<file path="src/rtl/keypad_pkg.sv">
// ============================================================================
// Module      : keypad_pkg
// Description : Shared FSM state type, key map and timing defaults.
// Revision    : 1.0 - initial release
// ============================================================================
`default_nettype none

package keypad_pkg;

    localparam int c_SCAN_DIV        = 48000;
    localparam int c_DEBOUNCE_CYCLES = 960000;

    typedef enum logic [1:0] {
        S_SCAN     = 2'd0,
        S_DEBOUNCE = 2'd1,
        S_HELD     = 2'd2,
        S_RELEASE  = 2'd3
    } state_t;

    // Indexed by {row, col}; row 3 carries '*' as E and '#' as F.
    localparam logic [15:0][3:0] c_KEY_MAP = {
        4'hD, 4'hF, 4'h0, 4'hE,
        4'hC, 4'h9, 4'h8, 4'h7,
        4'hB, 4'h6, 4'h5, 4'h4,
        4'hA, 4'h3, 4'h2, 4'h1
    };

    function automatic logic [1:0] lowest_low(input logic [3:0] c);
        if (!c[0])      return 2'd0;
        else if (!c[1]) return 2'd1;
        else if (!c[2]) return 2'd2;
        else            return 2'd3;
    endfunction

endpackage

`default_nettype wire

</file>
<file path="src/rtl/stable_counter.sv">
// ============================================================================
// Module      : stable_counter
// Description : Saturating run-length counter of an input held at TARGET_LEVEL.
// Revision    : 1.0 - initial release
// ============================================================================
`default_nettype none

module stable_counter #(
    parameter int DEBOUNCE_CYCLES = 8,
    parameter int CW              = 5,
    parameter bit TARGET_LEVEL    = 1'b0
) (
    input  logic clk,
    input  logic reset,
    input  logic i_en,
    input  logic i_level,
    output logic o_done
);

    localparam logic [CW-1:0] c_TERMINAL = CW'(DEBOUNCE_CYCLES);

    logic [CW-1:0] r_count;

    always_ff @(posedge clk) begin
        if (!reset) begin
            r_count <= '0;
        end else if (!i_en || (i_level != TARGET_LEVEL)) begin
            r_count <= '0;
        end else if (r_count != c_TERMINAL) begin
            r_count <= r_count + CW'(1);
        end
    end

    assign o_done = (r_count == c_TERMINAL);

endmodule

`default_nettype wire

</file>
<file path="src/rtl/keypad_scan.sv">
// ============================================================================
// Module      : keypad_scan
// Description : 4x4 keypad row scanner with press/release debounce and a
//               two-digit history. Define KEYPAD_SYNC_EN for a 2-flop cols sync.
// Revision    : 1.0 - initial release
// ============================================================================
`default_nettype none

module keypad_scan
    import keypad_pkg::*;
#(
    parameter int SCAN_DIV        = c_SCAN_DIV,
    parameter int DEBOUNCE_CYCLES = c_DEBOUNCE_CYCLES
) (
    input  logic       clk,
    input  logic       reset,
    input  logic [3:0] cols,
    output logic [3:0] rows,
    output logic [3:0] value1,
    output logic [3:0] value2,
    output logic       new_key
);

    localparam int c_CW = $clog2((SCAN_DIV > DEBOUNCE_CYCLES) ? SCAN_DIV : DEBOUNCE_CYCLES) + 1;
    localparam logic [c_CW-1:0] c_LAST = c_CW'(SCAN_DIV - 1);

    logic [3:0] w_cols;

`ifdef KEYPAD_SYNC_EN
    logic [3:0] r_cols_meta;
    logic [3:0] r_cols_sync;

    always_ff @(posedge clk) begin
        if (!reset) begin
            r_cols_meta <= 4'hF;
            r_cols_sync <= 4'hF;
        end else begin
            r_cols_meta <= cols;
            r_cols_sync <= r_cols_meta;
        end
    end

    assign w_cols = r_cols_sync;
`else
    logic [3:0] r_cols_q;

    always_ff @(posedge clk) begin
        if (!reset) r_cols_q <= 4'hF;
        else        r_cols_q <= cols;
    end

    assign w_cols = r_cols_q;
`endif

    state_t          r_state,  w_state_nx;
    logic [1:0]      r_idx,    w_idx_nx;
    logic [1:0]      r_col,    w_col_nx;
    logic [c_CW-1:0] r_div,    w_div_nx;
    logic [3:0]      r_value1, w_value1_nx;
    logic [3:0]      r_value2, w_value2_nx;
    logic            r_new_key, w_new_key_nx;
    logic            w_col_lvl;
    logic            w_press_done;
    logic            w_release_done;

    // Only the latched column is watched once a key is found.
    assign w_col_lvl = w_cols[r_col];

    stable_counter #(
        .DEBOUNCE_CYCLES (DEBOUNCE_CYCLES),
        .CW              (c_CW),
        .TARGET_LEVEL    (1'b0)
    ) u_press_cnt (
        .clk     (clk),
        .reset   (reset),
        .i_en    (r_state == S_DEBOUNCE),
        .i_level (w_col_lvl),
        .o_done  (w_press_done)
    );

    stable_counter #(
        .DEBOUNCE_CYCLES (DEBOUNCE_CYCLES),
        .CW              (c_CW),
        .TARGET_LEVEL    (1'b1)
    ) u_release_cnt (
        .clk     (clk),
        .reset   (reset),
        .i_en    (r_state == S_RELEASE),
        .i_level (w_col_lvl),
        .o_done  (w_release_done)
    );

    always_ff @(posedge clk) begin
        if (!reset) begin
            r_state   <= S_SCAN;
            r_idx     <= '0;
            r_col     <= '0;
            r_div     <= '0;
            r_value1  <= '0;
            r_value2  <= '0;
            r_new_key <= 1'b0;
        end else begin
            r_state   <= w_state_nx;
            r_idx     <= w_idx_nx;
            r_col     <= w_col_nx;
            r_div     <= w_div_nx;
            r_value1  <= w_value1_nx;
            r_value2  <= w_value2_nx;
            r_new_key <= w_new_key_nx;
        end
    end

    always_comb begin
        w_state_nx   = r_state;
        w_idx_nx     = r_idx;
        w_col_nx     = r_col;
        w_div_nx     = r_div;
        w_value1_nx  = r_value1;
        w_value2_nx  = r_value2;
        w_new_key_nx = 1'b0;

        case (r_state)
            S_SCAN: begin
                if (r_div == c_LAST) begin
                    w_div_nx = '0;
                    if (w_cols != 4'hF) begin
                        w_col_nx   = lowest_low(w_cols);
                        w_state_nx = S_DEBOUNCE;
                    end else begin
                        w_idx_nx = r_idx + 2'd1;
                    end
                end else begin
                    w_div_nx = r_div + c_CW'(1);
                end
            end
            S_DEBOUNCE: begin
                if (w_press_done) begin
                    w_value1_nx  = r_value2;
                    w_value2_nx  = c_KEY_MAP[{r_idx, r_col}];
                    w_new_key_nx = 1'b1;
                    w_state_nx   = S_HELD;
                end else if (w_col_lvl) begin
                    w_idx_nx   = r_idx + 2'd1;
                    w_div_nx   = '0;
                    w_state_nx = S_SCAN;
                end
            end
            S_HELD: begin
                if (w_col_lvl) w_state_nx = S_RELEASE;
            end
            S_RELEASE: begin
                if (w_release_done) begin
                    w_idx_nx   = r_idx + 2'd1;
                    w_div_nx   = '0;
                    w_state_nx = S_SCAN;
                end else if (!w_col_lvl) begin
                    w_state_nx = S_HELD;
                end
            end
            default: w_state_nx = S_SCAN;
        endcase
    end

    assign rows    = ~(4'b0001 << r_idx);
    assign value1  = r_value1;
    assign value2  = r_value2;
    assign new_key = r_new_key;

endmodule

`default_nettype wire

</file>
<file path="config.mk">
export PLATFORM = sky130hd
export DESIGN_NAME = keypad_scan
export DESIGN_NICKNAME = d
export VERILOG_FILES = /design/src/rtl/keypad_pkg.sv /design/src/rtl/stable_counter.sv /design/src/rtl/keypad_scan.sv
export SDC_FILE = /design/constraint.sdc
export NUM_CORES = 1
export LEC_CHECK = 0
export ABC_AREA = 1
export ABC_CLOCK_PERIOD_IN_PS = 3500
export BUFFER_PORTS_ARGS = -buffer_cell sky130_fd_sc_hd__buf_2
export CAP_MARGIN = 0
export CELL_PAD_IN_SITES_DETAIL_PLACEMENT = 2
export CELL_PAD_IN_SITES_GLOBAL_PLACEMENT = 2
export CORE_ASPECT_RATIO = 0.8
export CORE_UTILIZATION = 39
export CTS_BUF_LIST = sky130_fd_sc_hd__clkbuf_4 sky130_fd_sc_hd__clkbuf_8
export DETAILED_ROUTE_END_ITERATION = 16
export PLACE_DENSITY = 0.95
export SLEW_MARGIN = 20
export SYNTH_ARGS = -nofsm -noshare
export SYNTH_HDL_FRONTEND = slang
export SYNTH_SLANG_ARGS = --single-unit
</file>
<file path="constraint.sdc">
create_clock -name clk -period 3.5 [get_ports clk]
set_input_delay 0.35 -clock clk [delete_from_list [all_inputs] [get_ports clk]]
set_output_delay 0.35 -clock clk [all_outputs]
set_load 0.01 [all_outputs]
</file>
==> impl_summary.log, run 1 <==
INFO  metric number_of_cells_on_the_worst_reg_to_reg_path = 10
INFO  metric async_flop_share = 0
INFO  metric ctsHtreeMaxLevel = 3
INFO  metric rows = 35
INFO  metric hold_ep = r_cols_q[3]$_SDFF_PN1_
INFO  metric timing.final.setup_violations = 0
INFO  metric cts.root.buffer_cell = clkbuf_8
INFO  metric hold_path_startpoint = cols[3]
INFO  metric timing.critical_path.arrival = between 2 and 3 ns
INFO  metric floorplan.initialDensity = 0.409
INFO  metric die_x = 126 um
INFO  metric synth_cell_types = 37
INFO  metric synthAdderAreaFrac = 0.0363
INFO  metric yosysMostFrequentCell = nand2_1
INFO  metric timing.rr.start = r_div[0]$_SDFFE_PN0P_
INFO  metric worst_setup_path_end_kind = flip-flop
INFO  metric outcome = finished, final reports clean
INFO  metric timing.clock.skew = 0.0164 ns
INFO  metric stdcell_area = 0.00522 mm2
INFO  metric yosys-mux-area-fraction = 0.00208
INFO  metric timing.rr.end = r_div[8]$_SDFFE_PN0P_
INFO  metric route.antenna.remaining_nets = 0
INFO  metric postCtsHoldBufs = 0
INFO  metric grt_remaining_overflow = 0
INFO  metric tritoncts = done
INFO  metric global_route_wire_length_before_repair = 32.6 mm
INFO  metric area_growth_syn_to_layout = 8.12%
INFO  metric routed-via-count = 5145
INFO  metric die_footprint = ~0.013 mm2
INFO  metric worst_setup_path_start_kind = flip-flop
INFO  metric gpl.final_weighted_congestion = ~0.81
INFO  metric dpl-instance-area = 0.00502 mm2
INFO  metric static-leakage-power = 2.01 nW
INFO  metric synth_top_family_by_area = simple AND/OR/NAND/NOR gates
INFO  metric numCtsBuffers = 9
INFO  metric yosys_register_bits = 82
INFO  metric syn-cell-area = 0.00482 mm2
INFO  metric min_path_cells = 2
INFO  metric worstHoldPathType = input port to flip-flop
INFO  metric synth-simple-area-share = 0.379
INFO  metric ys_top_cells_by_count = 169 x nand2_1, 108 x nor2_1, 85 x inv_1
INFO  metric drt_pre_antenna_iters = 4
INFO  metric cts_resized = 0
INFO  metric core_region_area = 0.0118 mm2
INFO  metric nNetsFinal = about 760
INFO  metric criticalPathCategory = flip-flop to flip-flop
INFO  metric floorplan.io_pins = 19
INFO  metric yosys-top-cells-area = dfxtp_1 34%, nand2_1 13%, nor2_1 8.4%, inv_1 6.6%, nand3_1 5.2%
INFO  metric synth_compound_area_frac = 0.119
INFO  metric cts_num_sinks = about 80
INFO  metric overall_die_height = 101 um
INFO  metric finalWorstPathRequiredPeriod = approximately 2.6 ns
INFO  metric clk_pin_slew = around 0.1 ns
INFO  metric drcViolationCount = 0
INFO  metric worst_pin_slew = 0.823 ns
INFO  metric crit_path_max_fanout = 9
INFO  metric detailedRoute.firstIterationViolations = around 280
INFO  metric syn_nets = 741
INFO  metric dp_hpwl = 13.3 mm
INFO  metric rsz_0062_raised_after_global_routing = no
INFO  metric clkLatencyLatePin = 0.38 ns
INFO  metric first_global_vias = 5729
INFO  metric cts.repair_timing.setup_buffer_count = 0
INFO  metric place.port_buffers = 18
INFO  metric synth_edf_count = 0
INFO  metric routed_wirelength_normalized_by_instance_count = between 20 and 25 um
INFO  metric yosysTopAreaCellShare = 0.340
INFO  metric setup_slack = 0.865 ns
INFO  metric antennaDiodeCount = 0
INFO  metric syn_avg_cell_area = around 6.7 um2
INFO  metric worst-r2r-setup-slack = 0.86 ns
INFO  metric finalSetupTns = 0 ns
INFO  metric drt-total-wl = 20.5 mm
INFO  metric ys_seq_area_frac = 0.340
INFO  metric cp.required = 3.76 ns
INFO  metric yosys_warnings = 0
INFO  metric worst_slew_margin_rel = 0.450
INFO  metric track_usage = 0.336
INFO  metric antenna_found_initial = 0
INFO  metric fin_crit_sh = 0.753
INFO  metric ir_drop = 0.282 mV
INFO  metric p_per_area = 329 mW/mm2
INFO  metric routed_via_density = 5.78
INFO  metric final_layout_size_suffix_gt1_frac = 0.137
INFO  metric synth-main-ff-cell = dfxtp_1
INFO  metric dp_slack = 1.19 ns
INFO  metric hold_viol_final = 0
INFO  metric timing.fmax = 379 MHz
INFO  metric clockBufferDepth = 2
INFO  metric drv_slew = 0
INFO  metric grt_start_max_net_pins = 33
INFO  metric cap_viol_max_count = 0
INFO  metric synthesized_area_fraction_occupied_by_xor_and_xnor_cells = 0.0309
INFO  metric postSynthCellCount = slightly above 700
INFO  metric yosysTopAreaCell = dfxtp_1
[state kept, by name, summed over array words and instances, names as in the netlist]
register / cells
r_div: 21
u_press_cnt.r_count: 21
u_release_cnt.r_count: 21
r_cols_q: 4
value1: 4
value2: 4
r_col: 2
r_idx: 2
r_state: 2
new_key: 1
[through the flow]
| step | power, W | hold slack, ns | util | instances |
|---|---|---|---|---|
| floorplan | 0.000991 | 0.452 | - | 721 |
| global placement | 0.00100 | 0.452 | 0.426 | 874 |
| detailed placement | 0.00101 | 0.487 | 0.426 | 874 |
| CTS | 0.00172 | 0.162 | 0.443 | 890 |
| global route | 0.00176 | 0.167 | 0.443 | 890 |
| finish | 0.00172 | 0.174 | 0.443 | 890 |
[cell families after synthesis]
logic type / Yosys count
and+or+nand+nor: 398
buffers and inverters: 110
AOI/OAI and AO/OA: 99
DFF: 82
xor gates and xnor gates: 17
adders and majority gates: 14
muxes: 1
[where the power goes]
part	internal, W	switching [W]	total, W
sequential	0.000938	0.00000767	0.000945
clock	0.000344	0.000382	0.000726
combinational	0.0000138	0.0000304	0.0000443
total	0.00130	0.000420	0.00172
[worst max path at each step]
stage / slack, ns / cells after the start / to / startpoint
after floorplan: 1.92 / 8 / r_idx[1]$_SDFFE_PN0P_ / r_div[1]$_SDFFE_PN0P_
after global placement: 1.44 / 8 / r_idx[1]$_SDFFE_PN0P_ / r_div[0]$_SDFFE_PN0P_
after detailed placement: 1.19 / 8 / r_idx[1]$_SDFFE_PN0P_ / r_div[0]$_SDFFE_PN0P_
after CTS: 0.94 / 10 / r_div[8]$_SDFFE_PN0P_ / r_div[0]$_SDFFE_PN0P_
after global routing: 0.79 / 10 / r_div[8]$_SDFFE_PN0P_ / r_div[0]$_SDFFE_PN0P_
final: 0.86 / 10 / r_div[8]$_SDFFE_PN0P_ / r_div[0]$_SDFFE_PN0P_
[layer usage]
layer,track usage,share of wire,up-vias
met2,0.612,0.50,158
met4,0.157,0.032,0
li1,-,-,2335
met1,0.389,0.42,2601
met5,0,0,-
met3,0.0576,0.043,51
[layout by cell type, fill, tap and decap left out, types with 3 or more instances in the layout]
cell type	synthesis	final
clkbuf_8	0	9
a21oi_2	12	12
inv_1	85	85
nand3_1	50	50
a211oi_1	5	5
nor3_1	10	10
nand4_2	3	3
buf_2	5	18
o21bai_1	4	4
nand2_2	11	11
dfxtp_1	82	82
xnor2_1	5	5
inv_2	11	11
xor2_1	12	12
a21oi_1	44	44
nor2_1	108	108
nor2_4	3	3
or2_2	7	7
nor2_2	10	10
nand4_1	15	15
o21ai_0	23	23
nand2_1	169	169
ha_1	14	14
o21ai_1	6	6
[area by class of cell]
cell class	instances	area, um2
multi-input cells	529	2740
flip-flops and latches	82	1640
well taps	148	185
inverters	96	360
clock buffers	11	139
clock inverters	5	55.1
fillers	1409	6570
repair buffers	19	97.6
[worst max-delay path, cell delays in order (launching register included)]
cell and delay, ns:
dfxtp_1 0.51, ha_1 0.37, nand3_1 0.26, inv_2 0.14
nand2_1 0.14, nor2_1 0.31, nand3_1 0.23, nand2_1 0.26
o21ai_1 0.12, nand2_1 0.12, nor2_1 0.05
Power figures use the tool's default switching activity.
==> run 2, diff against run 1 <==
--- a/config.mk
+++ b/config.mk
@@ -6,16 +6,16 @@
 export NUM_CORES = 1
 export LEC_CHECK = 0
 export ABC_AREA = 1
-export ABC_CLOCK_PERIOD_IN_PS = 3500
+export ABC_CLOCK_PERIOD_IN_PS = 2100
 export BUFFER_PORTS_ARGS = -buffer_cell sky130_fd_sc_hd__buf_2
 export CAP_MARGIN = 0
 export CELL_PAD_IN_SITES_DETAIL_PLACEMENT = 2
 export CELL_PAD_IN_SITES_GLOBAL_PLACEMENT = 2
 export CORE_ASPECT_RATIO = 0.8
-export CORE_UTILIZATION = 39
+export CORE_UTILIZATION = 33
 export CTS_BUF_LIST = sky130_fd_sc_hd__clkbuf_4 sky130_fd_sc_hd__clkbuf_8
 export DETAILED_ROUTE_END_ITERATION = 16
-export PLACE_DENSITY = 0.95
+export PLACE_DENSITY = 0.88
 export SLEW_MARGIN = 20
 export SYNTH_ARGS = -nofsm -noshare
 export SYNTH_HDL_FRONTEND = slang
==> constraint.sdc (replaced) <==
create_clock -name clk -period 2.1 [get_ports clk]
set_input_delay 0.21 -clock clk [delete_from_list [all_inputs] [get_ports clk]]
set_output_delay 0.21 -clock clk [all_outputs]
set_load 0.01 [all_outputs]
==> run 2 against run 1 <==
Net effect: die area is 18% higher; core utilization is 6.7 points lower; sequential share of layout area is 0.92 points lower; cell count is 5.3% higher; clock power is 69% higher; total power is 68% higher; register-to-register slack worse by 0.73 ns; non-clock buffer count is 11 higher.
==> impl_summary.log, run 2 (synthesized netlist as in run 1, its figures left out) <==
INFO  metric grt_remaining_overflow = 0 (unchanged)
INFO  metric numCtsBuffers = 9 (unchanged)
INFO  metric tritoncts = done
INFO  metric ir_drop = 0.304 mV (+7.6%)
INFO  metric area_growth_syn_to_layout = 11.4%
INFO  metric stdcell_area = 0.00537 mm2 (+3.0%)
INFO  metric track_usage = 0.233 (-0.104)
INFO  metric dpl.cell_count = 921 (+5.4%)
INFO  metric total_power = 0.00288 W (+68%)
INFO  metric final_layout_size_suffix_gt1_frac = 0.151 (+0.0139)
INFO  metric drt_pre_antenna_iters = 4 (unchanged)
INFO  metric global_route_wire_length_before_repair = 27.3 mm (-16%)
INFO  metric clockBufferDepth = 2 (unchanged)
INFO  metric timing.fmax = 509 MHz (+34%)
INFO  metric cap_viol_max_count = 0 (unchanged)
INFO  metric core_region_area = 0.0143 mm2 (+21%)
INFO  metric dpl-instance-area = 0.00515 mm2 (+2.5%)
INFO  metric layout.filler_cells = 1763 (+25%)
INFO  metric gpl.final_weighted_congestion = 0.859 (+5.9%)
INFO  metric most-common-layout-cells = 169 x nand2_1, 107 x nor2_1, 85 x inv_1, 82 x dfxtp_1, 50 x nand3_1
INFO  metric p_per_area = 537 mW/mm2 (+63%)
INFO  metric place.port_buffers = 18 (unchanged)
INFO  metric antenna_found_initial = 0 (unchanged)
INFO  metric routed-via-count = 4808 (-6.6%)
INFO  metric floorplan.io_pins = 19 (unchanged)
INFO  metric die_x = 137 um (+8.6%)
INFO  metric criticalPathCategory = flip-flop to flip-flop
INFO  metric ctsHtreeMaxLevel = 3 (unchanged)
INFO  metric routed_via_density = 5.13 (-11%)
INFO  metric nNetsFinal = 768 (+1.5%)
INFO  metric die_footprint = 0.0151 mm2 (+18%)
INFO  metric finalNonFillerCells = 937 (+5.3%)
INFO  metric routed_wirelength_normalized_by_instance_count = 17.6 um (-23%)
INFO  metric cp.required = 2.41 ns (-1.35 ns)
INFO  metric outcome = finished, final reports clean
INFO  metric dp_hpwl = 12.0 mm (-9.4%)
INFO  metric timing.clock.skew = 0.0149 ns (-0.00146 ns)
INFO  metric crit_path_max_fanout = 4 (-5)
INFO  metric area.sequential = 0.00164 mm2 (unchanged)
INFO  metric hold_path_startpoint = cols[2]
INFO  metric setup_slack = 0.134 ns (-0.730 ns)
INFO  metric dp_slack = 0.151 ns (-1.04 ns)
INFO  metric overall_die_height = 110 um (+8.5%)
INFO  metric clkLatencyLatePin = 0.37 ns (about the same)
INFO  metric grt_start_max_net_pins = 19 (-42%)
INFO  metric drcViolationCount = 0 (unchanged)
INFO  metric multi_input_comb_area = 0.00275 mm2 (+0.64%)
INFO  metric worst_pin_slew = 0.459 ns (-0.364 ns)
INFO  metric clk_pin_slew = 0.09 ns (about the same)
INFO  metric cp-startpoint = r_div[1]$_SDFFE_PN0P_
INFO  metric worst_slew_margin_rel = 0.691 (+0.241)
INFO  metric worst_setup_path_end_kind = flip-flop
INFO  metric rows = 39 (+11%)
INFO  metric reg.largest.list = r_div (21), u_press_cnt.r_count (21), u_release_cnt.r_count (21)
INFO  metric detailedRoute.firstIterationViolations = 184 (-35%)
INFO  metric cts.root.buffer_cell = clkbuf_8
INFO  metric route.antenna.remaining_nets = 0 (unchanged)
INFO  metric worst_setup_path_start_kind = flip-flop
INFO  metric timing.critical_path.arrival = 2.28 ns (-0.62 ns)
INFO  metric fin_crit_sh = 0.936 (+0.183)
INFO  metric antennaDiodeCount = 0 (unchanged)
INFO  metric timing.final.setup_violations = 0 (unchanged)
INFO  metric worstHoldPathType = input port to flip-flop
INFO  metric finished_core_util = 0.376 (-0.0669)
INFO  metric first_global_vias = 5580 (-2.6%)
INFO  metric timing.rr.start = r_div[1]$_SDFFE_PN0P_
INFO  metric floorplan.initialDensity = 0.337 (-0.0721)
INFO  metric drv_slew = 0 (unchanged)
INFO  metric cts.repair_timing.setup_buffer_count = 0 (unchanged)
INFO  metric hold_viol_final = 0 (unchanged)
INFO  metric static-leakage-power = 2.09 nW (+4.2%)
INFO  metric drt-total-wl = 16.5 mm (-19%)
INFO  metric finalWorstPathRequiredPeriod = 1.97 ns (-0.670 ns)
INFO  metric cts_num_sinks = 82 (unchanged)
INFO  metric layout_commonest_cell = nand2_1
==> run 2: worst max-delay path: stages, from the launching register on <==
cell,delay [ns]
dfxtp_1,0.38
ha_1,0.22
nand3_1,0.25
inv_2,0.14
nand2_1,0.06
nor2_1,0.15
nand3_1,0.19
nor2_2,0.23
o21ai_0,0.14
a21oi_1,0.14
==> run 2: per-layer routing <==
layer,share of wire,vias up,track usage
li1,-,2342,-
met1,0.44,2363,0.269
met2,0.51,73,0.434
met3,0.030,30,0.0380
met4,0.018,0,0.0808
met5,0,-,0
==> run 2: where the power goes <==
group | total (W) | internal, W | switching (W) | leakage [nW]
sequential | 0.00157 | 0.00156 | 0.00000908 | 0.662
combinational | 0.0000807 | 0.0000273 | 0.0000534 | 1.32
clock | 0.00123 | 0.000585 | 0.000647 | 0.103
total | 0.00288 | 0.00217 | 0.000709 | 2.09
==> run 2: what timing repair did <==
item	CTS	global route
hold buffers	0	0
endpoints found under the setup margin	0	6
gates resized for setup	0	4
==> run 2: through the flow <==
stage	hold WS (ns)	TNS, ns
6_report	0.0181	0
5_1_grt	0.00973	-0.0436
4_1_cts	0.00813	0
3_5_place_dp	0.403	0
3_3_place_gp	0.401	0
2_1_floorplan	0.317	0
==> run 2: layout make-up <==
class	instances	area share
Clock inverter	6	0.0121
Inverter	96	0.0671
Multi-Input combinational cell	529	0.513
Timing Repair Buffer	30	0.0342
Tap cell	184	0.0429
Clock buffer	10	0.0256
Sequential cell	82	0.306
==> run 2: final timing paths <==
check        depth (start not counted)                     end  slack (ns)
max                                  9   r_col[1]$_SDFFE_PN0P_        0.13
min                                  2  r_cols_q[2]$_SDFF_PN1_        0.02
max reg2reg                          9   r_col[1]$_SDFFE_PN0P_        0.13
min reg2reg                          2  value1[2]$_SDFFE_PN0P_        0.48
